**src/rtl/pipe_stage_chain.sv**
```systemverilog
// Purpose : DEPTH-stage register chain with global stall and per-stage flush (bubble insert).
// Latency : DEPTH cycles from in_data/in_valid to out_data/out_valid when not stalled.
// Backpr. : no downstream backpressure; stall=1 holds every non-flushed stage, the last stage drops when stall=0.
//
// Ports:
//   clk, rst             - clock, asynchronous active-high reset
//   in_data, in_valid    - entry presented to stage 0
//   stall                - hold all stages not being flushed this cycle
//   flush_mask[DEPTH]    - bit i turns stage i into a bubble at the next edge (wins over stall)
//   out_data, out_valid  - contents of stage DEPTH-1
//   stage_valid[DEPTH]   - valid bit of each stage
//   occupancy            - number of valid stages (0..DEPTH)
//   stall_cycles         - saturating count of stalled edges
//   flush_events         - saturating count of edges with any flush bit set
//
// Build option: define PIPE_STAGE_CHAIN_STATS_EN to implement the two statistics
// counters; without it both ports read constant zero and no counter flops exist.

module pipe_stage_chain #(
  parameter int                 WIDTH      = 32,
  parameter int                 DEPTH      = 2,
  parameter logic [WIDTH-1:0]   BUBBLE_VAL = '0,
  localparam int                OCC_W      = $clog2(DEPTH + 1)
) (
  input  logic                  clk,
  input  logic                  rst,
  input  logic [WIDTH-1:0]      in_data,
  input  logic                  in_valid,
  input  logic                  stall,
  input  logic [DEPTH-1:0]      flush_mask,
  output logic [WIDTH-1:0]      out_data,
  output logic                  out_valid,
  output logic [DEPTH-1:0]      stage_valid,
  output logic [OCC_W-1:0]      occupancy,
  output logic [15:0]           stall_cycles,
  output logic [15:0]           flush_events
);

  // ---------------------------------------------------------------------------
  // Stage storage
  // ---------------------------------------------------------------------------
  logic [WIDTH-1:0] data_q  [DEPTH];
  logic [WIDTH-1:0] data_d  [DEPTH];
  logic [DEPTH-1:0] valid_q;
  logic [DEPTH-1:0] valid_d;

  // Source feeding each stage on a non-stalled edge: the chain input for
  // stage 0, the pre-edge content of the previous stage otherwise.
  logic [WIDTH-1:0] src_data  [DEPTH];
  logic [DEPTH-1:0] src_valid;

  assign src_data[0]  = in_data;
  assign src_valid[0] = in_valid;

  for (genvar g = 1; g < DEPTH; g++) begin : g_src
    assign src_data[g]  = data_q[g-1];
    assign src_valid[g] = valid_q[g-1];
  end

  // Per-stage next state. A flush only affects the stage it targets: the
  // entry leaving that stage still moves on to the next stage, because the
  // next stage reads the registered (pre-edge) value.
  for (genvar g = 0; g < DEPTH; g++) begin : g_stage
    always_comb begin
      data_d[g]  = data_q[g];
      valid_d[g] = valid_q[g];
      if (flush_mask[g]) begin
        data_d[g]  = BUBBLE_VAL;
        valid_d[g] = 1'b0;
      end else if (!stall) begin
        data_d[g]  = src_data[g];
        valid_d[g] = src_valid[g];
      end
    end
  end

  always_ff @(posedge clk or posedge rst) begin
    if (rst) begin
      for (int i = 0; i < DEPTH; i++) begin
        data_q[i] <= BUBBLE_VAL;
      end
      valid_q <= '0;
    end else begin
      for (int i = 0; i < DEPTH; i++) begin
        data_q[i] <= data_d[i];
      end
      valid_q <= valid_d;
    end
  end

  // ---------------------------------------------------------------------------
  // Outputs derived from stage registers only
  // ---------------------------------------------------------------------------
  assign out_data    = data_q[DEPTH-1];
  assign out_valid   = valid_q[DEPTH-1];
  assign stage_valid = valid_q;

  // Population count; OCC_W bits always hold DEPTH so the sum cannot wrap.
  logic [OCC_W-1:0] occ_sum;

  always_comb begin
    occ_sum = '0;
    for (int i = 0; i < DEPTH; i++) begin
      occ_sum = occ_sum + OCC_W'(valid_q[i]);
    end
  end

  assign occupancy = occ_sum;

  // ---------------------------------------------------------------------------
  // Statistics
  // ---------------------------------------------------------------------------
`ifdef PIPE_STAGE_CHAIN_STATS_EN
  logic [15:0] stall_cnt_q;
  logic [15:0] stall_cnt_d;
  logic [15:0] flush_cnt_q;
  logic [15:0] flush_cnt_d;

  // Both counters stick at all-ones rather than wrapping.
  always_comb begin
    stall_cnt_d = stall_cnt_q;
    flush_cnt_d = flush_cnt_q;
    if (stall && (stall_cnt_q != 16'hFFFF)) begin
      stall_cnt_d = stall_cnt_q + 16'd1;
    end
    if ((flush_mask != '0) && (flush_cnt_q != 16'hFFFF)) begin
      flush_cnt_d = flush_cnt_q + 16'd1;
    end
  end

  always_ff @(posedge clk or posedge rst) begin
    if (rst) begin
      stall_cnt_q <= '0;
      flush_cnt_q <= '0;
    end else begin
      stall_cnt_q <= stall_cnt_d;
      flush_cnt_q <= flush_cnt_d;
    end
  end

  assign stall_cycles = stall_cnt_q;
  assign flush_events = flush_cnt_q;
`else
  assign stall_cycles = '0;
  assign flush_events = '0;
`endif

endmodule

```
**config.mk**
```make
export PLATFORM = sky130hd
export DESIGN_NAME = pipe_stage_chain
export DESIGN_NICKNAME = d
export VERILOG_FILES = /design/src/rtl/pipe_stage_chain.sv
export SDC_FILE = /design/constraint.sdc
export NUM_CORES = 1
export LEC_CHECK = 0
export CORE_MARGIN = 2
export CORE_UTILIZATION = 30
export CTS_BUF_LIST = sky130_fd_sc_hd__clkbuf_8
export CTS_CLUSTER_SIZE = 25
export DETAILED_ROUTE_END_ITERATION = 7
export GPL_TIMING_DRIVEN = 0
export SYNTH_ARGS = -nofsm -noshare
export SYNTH_HDL_FRONTEND = slang
export SYNTH_SLANG_ARGS = --single-unit
```
**constraint.sdc**
```tcl
create_clock -name clk -period 1.95 [get_ports clk]
set_input_delay 0.2925 -clock clk [delete_from_list [all_inputs] [get_ports clk]]
set_output_delay 0.2925 -clock clk [all_outputs]
set_load 0.01 [all_outputs]
```
==> results of run 1 <==
## cell type report
| cell class | instances | area [um2] |
|---|---|---|
| fillers | 1047 | 5920 |
| flip-flops and latches | 66 | 1650 |
| multi-input cells | 165 | 1040 |
| repair buffers | 72 | 731 |
| plain buffers | 81 | 644 |
| well taps | 136 | 170 |
| clock buffers | 12 | 165 |
| clock inverters | 3 | 38.8 |
| inverters | 1 | 3.75 |
## registers in the layout (all words and copies together) (netlist names)
register	flops
stage_valid	2
data_q	32
out_data	32
## stage by stage
| step | hold WS [ns] | utilization | worst slack, ns | instances |
|---|---|---|---|---|
| 2_1_floorplan | 0.446 | - | 0.00269 | 313 |
| 3_5_place_dp | 0.510 | 0.409 | 0.449 | 521 |
| 4_1_cts | 0.288 | 0.429 | 0.0743 | 536 |
| 5_1_grt | 0.319 | 0.429 | 0.0348 | 536 |
| 6_report | 0.286 | 0.429 | 0.0974 | 536 |
| 3_3_place_gp | 0.495 | 0.407 | -1.13 | 520 |
## synthesized netlist by cell type
cell,n
clkbuf_1,8
conb_1,1
mux2i_1,66
ha_1,1
buf_4,67
buf_12,5
inv_1,1
buf_6,1
dfrtp_1,66
nor2_1,66
## worst reg2reg max path, delay by kind of cell, from the launching register on
kind,cells,cell delay (ns)
flops,1,0.41
mux,1,0.15
simple gates,1,0.05
## final timing paths
path                             endpoint  cells after the start
setup / recovery             occupancy[0]                      2
hold / removal                 data_q[60]                      2
setup reg to reg           stage_valid[1]                      2
hold reg to reg               out_data[5]                      2
max in group asynchronous      data_q[54]                      3
min in group asynchronous     out_data[9]                      2
## placed cells by master, fill, tap and decap left out, drive strengths merged, types with 2 or more instances in the layout
cell type,count
buf,74
mux2i,66
conb,32
inv,2
clkdlybuf4s50,71
clkbuf,20
nor2,66
dfrtp,66
## power by group
part / switching (W) / internal (W)
Sequential: 0.0000332 / 0.00143
Combinational: 0.000207 / 0.000272
Clock: 0.000496 / 0.000682
## per-layer routing
metal / track usage / vias to the layer above / part of all wire
met2: 0.181 / 72 / 0.46
li1: - / 1032 / -
met5: 0 / - / 0
met3: 0.0363 / 11 / 0.075
met4: 0.0522 / 0 / 0.017
met1: 0.142 / 992 / 0.44
## logic make-up after synthesis
| family | Yosys count |
|---|---|
| buffers and inverters | 82 |
| adder cells (fa/ha/maj) | 1 |
| flip-flops | 66 |
| AND/OR/NAND/NOR | 66 |
| other | 1 |
| multiplexers | 66 |
==> impl_results.md, run 1 <==
- Status: finished clean
- DRC errors left: 0
- Synth-to-layout area growth: 37.9%
- Simple-Gate Fraction of Synth Area: 0.0768
- Adder-Cell Fraction of Synth Area: 0.00388
- Setup Skew: 0.00848 ns
- Yosys top cell by area: dfrtp_1
- Largest net degree at the start of global routing: 36
- Critical path class: reg -> out
- Gr usage total: 0.114
- Synth Area in Compound Gates: 0
- Post-Synthesis Cells: 282
- Post-synthesis mux area share: 0.205
- Final TNS setup: 0 ns
- Critical-path maximum fanout: 4
- Hold Crit Class: in -> reg
- Die X: 108 um
- H-tree depth: 3
- Final setup viols: 0
- Rows: 37
- Synth Warn #: 0
- Skew-Pair Late Insertion Delay: 0.34 ns
- Die footprint: 0.0116 mm2
- Top post-synthesis cells by area: dfrtp_1 51%, mux2i_1 20%, buf_4 16%
- CP Launch Type: register
- Post-Synth XOR/XNOR Area: 0
- GP Congestion: 0.713
- First-pass GRT wire length: 10,100 um
- Relative slew slack: 0.535
- Post-CTS Setup Inserts: 0
- Core footprint: 0.0104 mm2
- Share of layout cells above drive strength 1: 0.223
- Detailed-route via count: 2,107
- Fmax: 540 MHz
- Initial antenna violation count: 0
- Initial Util: 0.311
- Delay-heaviest family, CP: buffers and inverters
- Final Cycle Share: 0.950
- HP Start: flush_mask[0]
- Ports: 107
- Lkg Pwr: 2.32 nW
- Tot Pwr: 0.00312 W
- Netlist Area Pre-Place: 0.00322 mm2
- DRT antenna net count: 0
- 1st-iter DRT viols: 46
- Power per Cell Area: 702 mW/mm2
- CP peak stage delay: 0.52 ns
- Post-synth top area share: 0.512
- Pins Over Slew Limit: 0
- Flops & latches, synth: 66
- Worst Path Arrival: 1.56 ns
- Final Hold Viols: 0
- Slew @ Worst Pin: 0.696 ns
- CTS tree: built
- Port bufs: 71
- Fin nets: 435
- Worst VDD drop: 358 uV
- Clock Tree Root: clkbuf_8
- Routed len/inst: 11.8 um
- Worst setup EP type: primary output
- Critical path cell sequence: ha_1, clkdlybuf4s50_1
- Clock-pin slew on the worst setup and hold paths: 0.07 ns
- Drt first pass iters: 4
- Largest family of logic cells by synthesized area: multiplexers
- Clock Sinks: 66
- Vias in the first global route: 2,080
- Final wirelength: 6350 um
- CTS-repair resized insts: 0
- Cell area after layout: 0.00445 mm2
- DIE HEIGHT: 108 um
- TritonCTS Buffers: 9
- Register area share after synthesis: 0.512
- Number of max-cap violations: 0
- Tmin final: 1.85 ns
- Clk buf depth: 2
- Post-DP Area: 0.00424 mm2
- Unrepaired setup endpoints after global routing: no
- Worst Path Buf+Inv: 1
- Synth unique cells: 10
- Worst Path Required: 1.66 ns
- Antenna diodes: 0
- Dpl hpwl: 4590 um
- Vias per inst: 3.93
- Average size of a mapped cell: 11.4 um2
- R2R Setup Slk: 1.21 ns
- Crit path launch: stage_valid[1]
- Slowest-stage cell, CP: clkdlybuf4s50_1
- Remaining Overflow, GRT: 0
- Hold Buf Count CTS: 0
- Reg2Reg Launch Point: stage_valid[1]
Power figures use the tool's default switching activity.
==> inputs of run 2 (changes only) <==
--- a/config.mk
+++ b/config.mk
@@ -10,7 +10,9 @@
 export CTS_BUF_LIST = sky130_fd_sc_hd__clkbuf_8
 export CTS_CLUSTER_SIZE = 25
 export DETAILED_ROUTE_END_ITERATION = 7
+export GPL_ROUTABILITY_DRIVEN = 0
 export GPL_TIMING_DRIVEN = 0
+export SKIP_LAST_GASP = 1
 export SYNTH_ARGS = -nofsm -noshare
 export SYNTH_HDL_FRONTEND = slang
 export SYNTH_SLANG_ARGS = --single-unit
==> results of run 2 <==
Same layout as run 1: the final DEF is identical, and so are final timing and power.
